### src/rtl/bus_router_if.sv
// Bus-side bundle for bus_router: source data, per-bus enables, pulldown masks and link enables in;
// registered bus values and status flags out.
interface bus_router_if #(
    parameter int unsigned DATA_W  = 8,
    parameter int unsigned NUM_SRC = 8,
    parameter int unsigned NUM_BUS = 4
);
    logic [NUM_SRC*DATA_W-1:0]  i_src_data;
    logic [NUM_BUS*NUM_SRC-1:0] i_src_en;
    logic [NUM_BUS*DATA_W-1:0]  i_zero_mask;
    logic [NUM_BUS-1:0]         i_link_en;
    logic [NUM_BUS*DATA_W-1:0]  o_bus;
    logic [NUM_BUS-1:0]         o_driven;
    logic [NUM_BUS-1:0]         o_contention;
    logic [15:0]                o_contention_count;

    modport master (
        output i_src_data, i_src_en, i_zero_mask, i_link_en,
        input  o_bus, o_driven, o_contention, o_contention_count
    );

    modport slave (
        input  i_src_data, i_src_en, i_zero_mask, i_link_en,
        output o_bus, o_driven, o_contention, o_contention_count
    );
endinterface

### src/rtl/bus_router.sv
// Registered NMOS-style bus router: resolves NUM_SRC sources onto NUM_BUS buses with precharge,
// charge-hold, open-drain zero masks, a pass link from bus LINK_SRC and contention reporting.
module bus_router #(
    parameter int unsigned DATA_W      = 8,
    parameter int unsigned NUM_SRC     = 8,
    parameter int unsigned NUM_BUS     = 4,
    parameter int unsigned LINK_SRC    = 1,
    parameter int unsigned HOLD_CYCLES = 2,
    parameter int unsigned MODE        = 0
) (
    input logic         i_clk,
    input logic         i_reset,
    bus_router_if.slave bif_io
);

    localparam int HW = (HOLD_CYCLES > 0) ? $clog2(HOLD_CYCLES + 1) : 1;
    localparam logic [HW-1:0] HOLD_MAX = HW'(HOLD_CYCLES);

    typedef struct packed {
        logic              driven;
        logic              contend;
        logic [DATA_W-1:0] val;
    } res_t;

    // The link occupies the last driver slot, so it loses every priority tie.
    function automatic res_t resolve(input logic [NUM_SRC-1:0]        en,
                                     input logic [NUM_SRC*DATA_W-1:0] data,
                                     input logic                      link_on,
                                     input logic [DATA_W-1:0]         link_val);
        res_t              r;
        logic [NUM_SRC:0]  on_all;
        logic [DATA_W-1:0] val_all [NUM_SRC+1];
        logic [DATA_W-1:0] first;
        logic              have;
        on_all = {link_on, en};
        for (int s = 0; s < int'(NUM_SRC); s++) begin
            val_all[s] = data[s*DATA_W +: DATA_W];
        end
        val_all[NUM_SRC] = link_val;
        r.driven  = 1'b0;
        r.contend = 1'b0;
        r.val     = (MODE == 1) ? '1 : '0;
        first     = '0;
        have      = 1'b0;
        for (int s = 0; s <= int'(NUM_SRC); s++) begin
            if (on_all[s]) begin
                if (!have) begin
                    first = val_all[s];
                    have  = 1'b1;
                    if (MODE == 0) r.val = val_all[s];
                end else if (val_all[s] != first) begin
                    r.contend = 1'b1;
                end
                if (MODE == 1) r.val = r.val & val_all[s];
            end
        end
        r.driven = have;
        return r;
    endfunction

    logic [DATA_W-1:0]  bus_q  [NUM_BUS];
    logic [DATA_W-1:0]  bus_d  [NUM_BUS];
    logic [HW-1:0]      hold_q [NUM_BUS];
    logic [HW-1:0]      hold_d [NUM_BUS];
    logic [NUM_BUS-1:0] driven_q, driven_d;
    logic [NUM_BUS-1:0] cont_q, cont_d;
    logic [15:0]        cnt_q, cnt_d;

    res_t              link_res;
    logic [DATA_W-1:0] link_val;
    res_t              res [NUM_BUS];
    logic [DATA_W-1:0] zm;

    always_comb begin
        link_res = resolve(bif_io.i_src_en[LINK_SRC*NUM_SRC +: NUM_SRC], bif_io.i_src_data,
                           1'b0, '0);
        link_val = link_res.val & ~bif_io.i_zero_mask[LINK_SRC*DATA_W +: DATA_W];
    end

    always_comb begin
        zm       = '0;
        driven_d = '0;
        cont_d   = '0;
        for (int b = 0; b < int'(NUM_BUS); b++) begin
            res[b] = resolve(bif_io.i_src_en[b*NUM_SRC +: NUM_SRC], bif_io.i_src_data,
                             (b != int'(LINK_SRC)) && bif_io.i_link_en[b] && link_res.driven,
                             link_val);
            zm = bif_io.i_zero_mask[b*DATA_W +: DATA_W];
            // Pulldown applies to driven, held and precharged values alike.
            if (res[b].driven) begin
                bus_d[b]  = res[b].val & ~zm;
                hold_d[b] = '0;
            end else if (hold_q[b] < HOLD_MAX) begin
                bus_d[b]  = bus_q[b] & ~zm;
                hold_d[b] = hold_q[b] + HW'(1);
            end else begin
                bus_d[b]  = ~zm;
                hold_d[b] = HOLD_MAX;
            end
            driven_d[b] = res[b].driven;
            cont_d[b]   = res[b].contend;
        end
        cnt_d = ((|cont_d) && (cnt_q != 16'hFFFF)) ? cnt_q + 16'd1 : cnt_q;
    end

    always_ff @(posedge i_clk) begin
        if (i_reset) begin
            for (int b = 0; b < int'(NUM_BUS); b++) begin
                bus_q[b]  <= '1;
                hold_q[b] <= HOLD_MAX;
            end
            driven_q <= '0;
            cont_q   <= '0;
            cnt_q    <= '0;
        end else begin
            for (int b = 0; b < int'(NUM_BUS); b++) begin
                bus_q[b]  <= bus_d[b];
                hold_q[b] <= hold_d[b];
            end
            driven_q <= driven_d;
            cont_q   <= cont_d;
            cnt_q    <= cnt_d;
        end
    end

    always_comb begin
        bif_io.o_bus = '0;
        for (int b = 0; b < int'(NUM_BUS); b++) begin
            bif_io.o_bus[b*DATA_W +: DATA_W] = bus_q[b];
        end
    end

    assign bif_io.o_driven           = driven_q;
    assign bif_io.o_contention       = cont_q;
    assign bif_io.o_contention_count = cnt_q;

endmodule

### src/flat_wrapper.sv
// flat-port wrapper written by rule: the top's interface ports become plain ports
module bus_router_flat 
#(
    parameter int unsigned DATA_W      = 8,
    parameter int unsigned NUM_SRC     = 8,
    parameter int unsigned NUM_BUS     = 4,
    parameter int unsigned LINK_SRC    = 1,
    parameter int unsigned HOLD_CYCLES = 2,
    parameter int unsigned MODE        = 0
)
  (i_clk, i_reset, bif_io_i_src_data, bif_io_i_src_en, bif_io_i_zero_mask, bif_io_i_link_en, bif_io_o_bus, bif_io_o_driven, bif_io_o_contention, bif_io_o_contention_count);
  bus_router_if #(.DATA_W(DATA_W), .NUM_SRC(NUM_SRC), .NUM_BUS(NUM_BUS)) bif_io_i ();
  input logic i_clk;
  input logic i_reset;
  input wire logic [$bits(bif_io_i.i_src_data)-1:0] bif_io_i_src_data;
  input wire logic [$bits(bif_io_i.i_src_en)-1:0] bif_io_i_src_en;
  input wire logic [$bits(bif_io_i.i_zero_mask)-1:0] bif_io_i_zero_mask;
  input wire logic [$bits(bif_io_i.i_link_en)-1:0] bif_io_i_link_en;
  output wire logic [$bits(bif_io_i.o_bus)-1:0] bif_io_o_bus;
  output wire logic [$bits(bif_io_i.o_driven)-1:0] bif_io_o_driven;
  output wire logic [$bits(bif_io_i.o_contention)-1:0] bif_io_o_contention;
  output wire logic [$bits(bif_io_i.o_contention_count)-1:0] bif_io_o_contention_count;
  assign bif_io_i.i_src_data = bif_io_i_src_data;
  assign bif_io_i.i_src_en = bif_io_i_src_en;
  assign bif_io_i.i_zero_mask = bif_io_i_zero_mask;
  assign bif_io_i.i_link_en = bif_io_i_link_en;
  assign bif_io_o_bus = bif_io_i.o_bus;
  assign bif_io_o_driven = bif_io_i.o_driven;
  assign bif_io_o_contention = bif_io_i.o_contention;
  assign bif_io_o_contention_count = bif_io_i.o_contention_count;
  bus_router #(.DATA_W(DATA_W), .NUM_SRC(NUM_SRC), .NUM_BUS(NUM_BUS), .LINK_SRC(LINK_SRC), .HOLD_CYCLES(HOLD_CYCLES), .MODE(MODE)) u_core (.i_clk(i_clk), .i_reset(i_reset), .bif_io(bif_io_i));
endmodule
### config.mk
export PLATFORM = sky130hd
export DESIGN_NAME = bus_router_flat
export DESIGN_NICKNAME = d
export VERILOG_FILES = /design/src/rtl/bus_router_if.sv /design/src/rtl/bus_router.sv /design/src/flat_wrapper.sv
export SDC_FILE = /design/constraint.sdc
export NUM_CORES = 1
export LEC_CHECK = 0
export BUFFER_PORTS_ARGS = -buffer_cell sky130_fd_sc_hd__buf_4
export CORE_ASPECT_RATIO = 0.75
export CORE_MARGIN = 8
export CORE_UTILIZATION = 30
export DETAILED_ROUTE_END_ITERATION = 7
export PLACE_DENSITY_LB_ADDON = 0.2
export SYNTH_ARGS = -nofsm -noshare
export SYNTH_HDL_FRONTEND = slang
export SYNTH_SLANG_ARGS = --single-unit
### constraint.sdc
create_clock -name i_clk -period 10.34 [get_ports i_clk]
set_input_delay 2.068 -clock i_clk [delete_from_list [all_inputs] [get_ports i_clk]]
set_output_delay 2.068 -clock i_clk [all_outputs]
set_load 0.01 [all_outputs]
==> run summary, run 1 <==
The wire length per cell after detailed routing is 22.7 µm. After detailed routing, the number of remaining DRC violations is 0. In this run the remaining antenna-violating nets after routing total 0. The share of synthesized area occupied by flip-flops and latches came out at 12.8%. The family of cells with the greatest summed delay on the critical path is simple AND/OR/NAND/NOR gates. Summed over all layers, the global routing overflow is 0. The floorplan die area is 39600 µm². The total leakage power is 4.36 nW.

The final total power came out at 0.00103 W. The number of buffers added on ports is 188. The total CTS buffers is 9. The critical path goes through buf_4, or4b_1, nor2_1, a2111oi_0, a21oi_1, xor2_1, nor4_1, o2111ai_2, nor4_4, nor4_1, mux2_1.

The number of warnings issued by yosys came out at 0. The ratio of cells with drive above 1 in the final layout came out at 15.7%. The portion of total power attributed to sequential cells is 26.3%. The total setup buffers inserted after CTS is 0. TritonCTS built the clock tree. At the end of routability-driven placement, the weighted congestion stood at 0.913. The power density over the cells is 87.5 nW/µm².

STA classifies the critical path endpoint as a flip-flop. The required arrival time at the worst endpoint came out at 10560 ps. The delay of the slowest cell on the worst path came out at 980 ps.

The setup TNS is 0 ps. The class of the tightest hold or removal check is flip-flop to flip-flop. The clock sink count is 64. In this run the worst path has a maximum fanout of 39. Summing every instance area after synthesis gives 10000 µm². The clock network accounts for 26.3% of the total power. Yosys mapped a number of flops with a built-in enable equal to 0. Ranked by instance count, the synthesized netlist is headed by 149 x sky130_fd_sc_hd__nand2_1, 129 x sky130_fd_sc_hd__nor2_1, 126 x sky130_fd_sc_hd__xnor2_1.

The insertion delay to the later sink of the worst-skew pair is 340 ps. At the end of the flow, the number of nets in the layout was 1695. The number of vias in the routed layout is 12100. The aggregate routed wire length is 45.8 mm. The largest vdd supply drop is 0.0000881 V. The maximum count of clock buffers along a single path is 2. The cell type of the slowest stage on the worst timing path is sky130_fd_sc_hd__nor4_4. The net count after synthesis is 1633. The area share of the largest cell type after synthesis came out at 12.8%.

The worst register-to-register path has a setup slack of 7660 ps. The height of the die is 174 µm. The worst-case clock skew came out at 5.37 ps.

The worst setup path category is input port to flip-flop. The post-detailed-placement half-perimeter wirelength is 35.0 mm. Data arrives at the worst endpoint at 6930 ps. The CTS clock-pin slew for the worst setup and hold paths came out at 50 ps. The number of levels the H-tree was split into is 3. The final number of hold-violating endpoints is 0. The clock period minus worst slack is 6700 ps.

The worst pin sits at a relative slew slack of 18.6%. The switching component of the power is 0.000414 W. Dividing the detail-routed via count by the number of cells gives 5.97. For this run, asynchronously set or reset flops after synthesis account for 0%. The cts-stage hold buffer count is 0. The total routing resource utilization after global routing came out at 22.2%. Final hold analysis gives a worst-case slack of 423 ps. The placeable core region is 33200 µm².

The max-slew violation count is 0. Across the run, the number of max-cap violations was 0. The flip-flop and latch count after synthesis is 64. The worst setup path is launched from an input port.

The total of fill cells in the finished design is 3628. Yosys mapped the design onto 91 distinct sky130hd cell types. The floorplan step set the die width to 227 µm. By instance count, the leading cell after synthesis is sky130_fd_sc_hd__nand2_1.

For this configuration, the core starts out at a cell density of 30.2%. Once the clock tree was built, the resizer swapped 0 gates to a different size. The number of placement rows is 58. At the pin with the least slew margin, the transition time is 1220 ps. The cell repeated most along the worst path is sky130_fd_sc_hd__nor4_1.

The combinational power share came out at 47.4%. The cell count after synthesis is 1498. The total of endpoints with negative setup slack in the final report is 0.

The leading area contributor after synthesis is sky130_fd_sc_hd__dfxtp_1. CTS placed an instance of sky130_fd_sc_hd__clkbuf_16 at the clock tree root. The cell-internal power came out at 0.000616 W. Entering global routing, the biggest net connects 60 pins. The switching share of power came out at 40.2%.

The number of DRC violations after detailed-routing iteration 0 is 1390. The number of detailed-routing iterations run before antenna repair is 5. The top-level I/O count came out at 190.

Together, buffers and inverters on the worst path number 1. Setup repair after global routing left no endpoint under its margin. By area the synthesized netlist is led by sky130_fd_sc_hd__dfxtp_1 13%, sky130_fd_sc_hd__xnor2_1 11%, sky130_fd_sc_hd__a21oi_1 6.2%, sky130_fd_sc_hd__nand2_1 5.6%, sky130_fd_sc_hd__nor2_1 4.8%. The part of the cycle the worst path needs is 64.8%.

The via count of the first global-routing pass is 11300. The area growth from synthesis to layout is 17.2%. The flow ran to the end, and the final reports show no timing, DRC or antenna violations. For this run, the leading register cell type out of synthesis is sky130_fd_sc_hd__dfxtp_1. The maximum clock frequency is 149 MHz. The initial antenna violation count came out at 3. Each instance of the synthesized netlist takes up on average 6.70 µm². The first global-routing pass estimated 68.8 mm of wire.
==> logic make-up after synthesis <==
logic type / synth area share (%)
AND/OR/NAND/NOR: 32.7
AO/OA/AOI/OAI: 29.8
buffers and inverters: 7.29
XOR/XNOR: 15.1
flip-flops: 12.8
multiplexers: 2.24
adder cells (fa/ha/maj): 0.125
==> power groups by stage <==
stage	logic (W)	clock network, W	registers, W
global placement	0.000474	0	0.000276
detailed placement	0.000478	0	0.000276
global route	0.000524	0.000287	0.000272
floorplan	0.000309	0	0.000280
CTS	0.000480	0.000277	0.000271
finish	0.000488	0.000271	0.000271
==> through the flow <==
step,cell area [µm²],setup slack [ps],util [%],std cells
6_report,11800,3640,35.4,2018
5_1_grt,11800,3200,35.4,2018
4_1_cts,11800,3710,35.4,2014
3_5_place_dp,11500,3350,34.6,1999
3_3_place_gp,11500,3370,34.6,1999
2_1_floorplan,10000,4980,-,1498
==> registers in the layout, summed over array words and instances (netlist names) <==
name,flops
u_core.bif_io.o_contention,4
u_core.bif_io.o_contention_count,16
u_core.bus_q,32
u_core.bif_io.o_driven,4
u_core.hold_q,8
==> cell usage in the layout (no fill, tap or decap), drive strengths merged, types with 13 or more instances in the layout <==
cell type and instances:
a211oi 23, a21o 13, a21oi 126, a22o 15, a22oi 18, and2 25
and3 13, buf 195, dfxtp 64, inv 41, nand2 149, nand3 54
nand3b 47, nand4 31, nor2 129, nor2b 22, nor3 30, nor4 36
o21ai 73, o22ai 22, xnor2 126, xor2 47
==> path summary, 6_finish.rpt <==
path,startpoint,to,cells after the start
worst max-delay path,bif_io_i_src_en[8],u_core.bif_io.o_contention_count[5]$_SDFFE_PP0P_,11
worst min-delay path,u_core.hold_q[3][0]$_SDFF_PP0_,u_core.hold_q[3][0]$_SDFF_PP0_,1
worst max register to register,u_core.bif_io.o_contention_count[2]$_SDFFE_PP0P_,u_core.bif_io.o_contention_count[5]$_SDFFE_PP0P_,6
worst min register to register,u_core.hold_q[3][0]$_SDFF_PP0_,u_core.hold_q[3][0]$_SDFF_PP0_,1
==> layout make-up <==
class	instances	area [µm²]	area share [%]
multi-input cells	1249	8040	68.3
well taps	450	563	4.79
diodes	4	10.0	0.0851
clock buffers	11	233	1.98
inverters	41	154	1.31
clock inverters	4	22.5	0.191
flip-flops and latches	64	1280	10.9
repair buffers	195	1460	12.4
==> per-layer routing <==
layer / wire length, µm / share of wire [%] / vias to the layer above / GRT usage (%)
li1: - / - / 5638 / -
met1: 20400 / 44 / 5748 / 30.5
met2: 20400 / 44 / 577 / 34.4
met3: 3900 / 8.5 / 89 / 4.31
met4: 1150 / 2.5 / 0 / 6.41
met5: 0 / 0 / - / 0
Note: power is estimated with default switching activity, not from simulation.
==> run 2, diff against run 1 <==
Clock period 10.34 ns to 6.3 ns, I/O delays scaled along.
==> run 2 against run 1 <==
Compared with the run above: cell count grew 0.99%; non-clock buffer count grew 20; combinational power grew 67%; register-to-register slack lost 4000 ps; critical path depth grew 2; worst hold slack lost 5.1 ps; wire length grew 0.51%; flip-flop and latch count is the same; count of clock-buffer cells in the layout grew 1; critical endpoint is now u_core.bif_io.o_contention_count[0]$_SDFFE_PP0P_; largest power group unchanged.
==> run summary, run 2 (synthesis results as in run 1) <==
The flow ran to the end, and the final reports show no timing, DRC or antenna violations. The clock passes through at most 2 buffers. Measured along the x axis, the die boundary spans 227 µm. The multi-input combinational cells in the finished layout cover a total of 8040 µm². The final standard cell utilization of the core came out at 35.9%.

The total leakage power came out at 4.47 nW. Dividing total power by cell area gives a power density of 145 nW/µm². Counting tap cells, the placed design contains a total of 2019 instances. In this run the worst hold path is classified as flip-flop to flip-flop. The total of fill cells in the finished design is 3657.

The aggregate routed wire length is 46.0 mm. The area of all sequential standard cells came out at 1280 µm². The required arrival time at the worst endpoint came out at 6530 ps. The detailed router finished its first iteration with 1493 violations. The number of routed nets with antenna violations is 0. The worst setup path is captured at a flip-flop.

The portion of total power attributed to sequential cells came out at 25.7%. The floorplan die area came out at 39600 µm². The CTS clock-pin slew for the worst setup and hold paths came out at 60 ps. The pin count of the biggest net entering global routing is 60.

The flip-flop count of the largest register after layout came out at 32. Counting the buffers created by CTS gives 9. After detailed routing, the number of vias per cell comes to 5.94. The area of all placed cells without fillers is 11900 µm². CTS saw 64 sinks. The final standard cell count with taps included and fillers excluded came out at 2038. The library cells used most frequently in the layout, excluding fill and tap cells, are 215 x sky130_fd_sc_hd__buf_4, 149 x sky130_fd_sc_hd__nand2_1, 129 x sky130_fd_sc_hd__nor2_1.

The placer's final routability congestion estimate is 0.915. Leaving out fill and tap cells, the most frequent cell in the layout is sky130_fd_sc_hd__buf_4. The ratio of cells with drive above 1 in the final layout is 16.8%. The post-detailed-placement half-perimeter wirelength is 35.5 mm. The worst-margin pin slew is 1110 ps. Setup violations remaining at the end of the flow were counted as 0. The total number of nets in the final design came out at 1715.

The setup TNS is 0 ps. Once the floorplan was initialized, standard cells occupied 30.2% of the core. The final global-route overflow total is 0. The total routing resource utilization after global routing came out at 22.2%. The wire length per cell after detailed routing is 22.6 µm. The max capacitance violation total is 0. The number of levels the H-tree was split into is 3. The worst setup path is of the input port to flip-flop kind. The total setup buffers inserted after CTS came out at 0. The via count of the first global-routing pass came to 11500.

The initial antenna violation count is 4. The arrival time of data at the critical path endpoint came out at 5520 ps. The height of the die is 174 µm. After layout, the minimum clock period comes to 5290 ps. The final number of hold-violating endpoints is 0. VDD sags by at most 0.000121 V. The cts-stage hold buffer count came out at 0. The register name with the most flops is u_core.bus_q.

Setup repair after global routing left no endpoint under its margin. The largest fanout on the critical path came out at 33. The number of buffers added on ports came out at 188. The maximum clock frequency is 189 MHz. The part of the cycle the worst path needs came out at 84.0%. The worst-case clock skew came out at 3.06 ps. Combinational cells account for 47.1% of the total power. The first global-routing pass estimated 69.1 mm of wire. STA classifies the critical path startpoint as an input port.

The root buffer cell chosen for the clock tree is sky130_fd_sc_hd__clkbuf_16. The area growth from synthesis to layout came out at 18.9%. The top-level I/O count came out at 190. The area of placed instances came out at 11600 µm². The number of vias in the routed layout is 12100. The later pin in the worst-skew pair is clocked with a latency of 340 ps. The power share of the clock group is 27.3%. TritonCTS built the clock tree.

For this design the total switching power over the nets is 0.000689 W. Of the total power, the share spent switching nets is 39.8%. The remaining design rule violation count is 0. The max-slew violation count is 0. In this run the standard cell core region covers 33200 µm². In this run the tightest slew margin relative to its limit is 25.8%. After floorplanning, the core was divided into 58 placement rows. The number of cells upsized or downsized after cts is 0. Cell internal power was estimated by the tool at 0.00104 W. The number of detailed-routing iterations run before antenna repair is 6.
run 2: cell types whose count changed in the layout (fill, tap and decap cells not counted), sizes merged:
cell / delta
buf: +20
clkbuf: +1
clkinv: -1
run 2: worst paths after layout:
| kind | from | end | slack [ps] | depth (start not counted) |
|---|---|---|---|---|
| worst max-delay path | bif_io_i_src_en[25] | u_core.bif_io.o_contention_count[0]$_SDFFE_PP0P_ | 1010 | 13 |
| worst min-delay path | u_core.hold_q[2][0]$_SDFF_PP0_ | u_core.hold_q[2][0]$_SDFF_PP0_ | 420 | 1 |
| worst max register to register | u_core.bif_io.o_contention_count[2]$_SDFFE_PP0P_ | u_core.bif_io.o_contention_count[2]$_SDFFE_PP0P_ | 3680 | 6 |
| worst min register to register | u_core.hold_q[2][0]$_SDFF_PP0_ | u_core.hold_q[2][0]$_SDFF_PP0_ | 420 | 1 |
run 2: area by class of cell:
cell class,count,share of cell area (%)
Multi-Input combinational cell,1249,67.4
Timing Repair Buffer,215,13.5
Sequential cell,64,10.7
Tap cell,450,4.72
Clock buffer,12,2.15
Inverter,41,1.29
Clock inverter,3,0.147
Antenna cell,4,0.0839
run 2: per-layer routing:
layer  track usage, %  part of all wire, %
met5                0                    0
met1             31.5                   45
met2             34.1                   44
met4             6.06                  2.2
met3             3.77                  8.2
run 2: worst max-delay path, stage by stage:
cell,delay (ps)
sky130_fd_sc_hd__buf_4,210
sky130_fd_sc_hd__nor4b_1,960
sky130_fd_sc_hd__a32oi_1,260
sky130_fd_sc_hd__and2_1,250
sky130_fd_sc_hd__a22o_1,230
sky130_fd_sc_hd__nor4_1,240
sky130_fd_sc_hd__a21oi_1,110
sky130_fd_sc_hd__and4b_1,310
sky130_fd_sc_hd__o311ai_1,300
sky130_fd_sc_hd__nor4_4,690
sky130_fd_sc_hd__buf_4,280
sky130_fd_sc_hd__nor2_1,70
sky130_fd_sc_hd__mux2_4,330
run 2: per-stage QoR:
step | power, W | hold slack (ps) | setup slack, ps
floorplan | 0.000967 | 398 | 1750
global placement | 0.00124 | 406 | 778
detailed placement | 0.00125 | 413 | 703
CTS | 0.00172 | 420 | 1050
global route | 0.00182 | 445 | 743
finish | 0.00173 | 418 | 1010
run 2: power by group through the flow:
| stage | clock (W) | combinational, W | sequential (W) |
|---|---|---|---|
| after floorplan | 0 | 0.000507 | 0.000460 |
| after global routing | 0.000497 | 0.000877 | 0.000447 |
| after CTS | 0.000479 | 0.000800 | 0.000444 |
| after detailed placement | 0 | 0.000797 | 0.000453 |
| final | 0.000472 | 0.000815 | 0.000445 |
| after global placement | 0 | 0.000792 | 0.000453 |
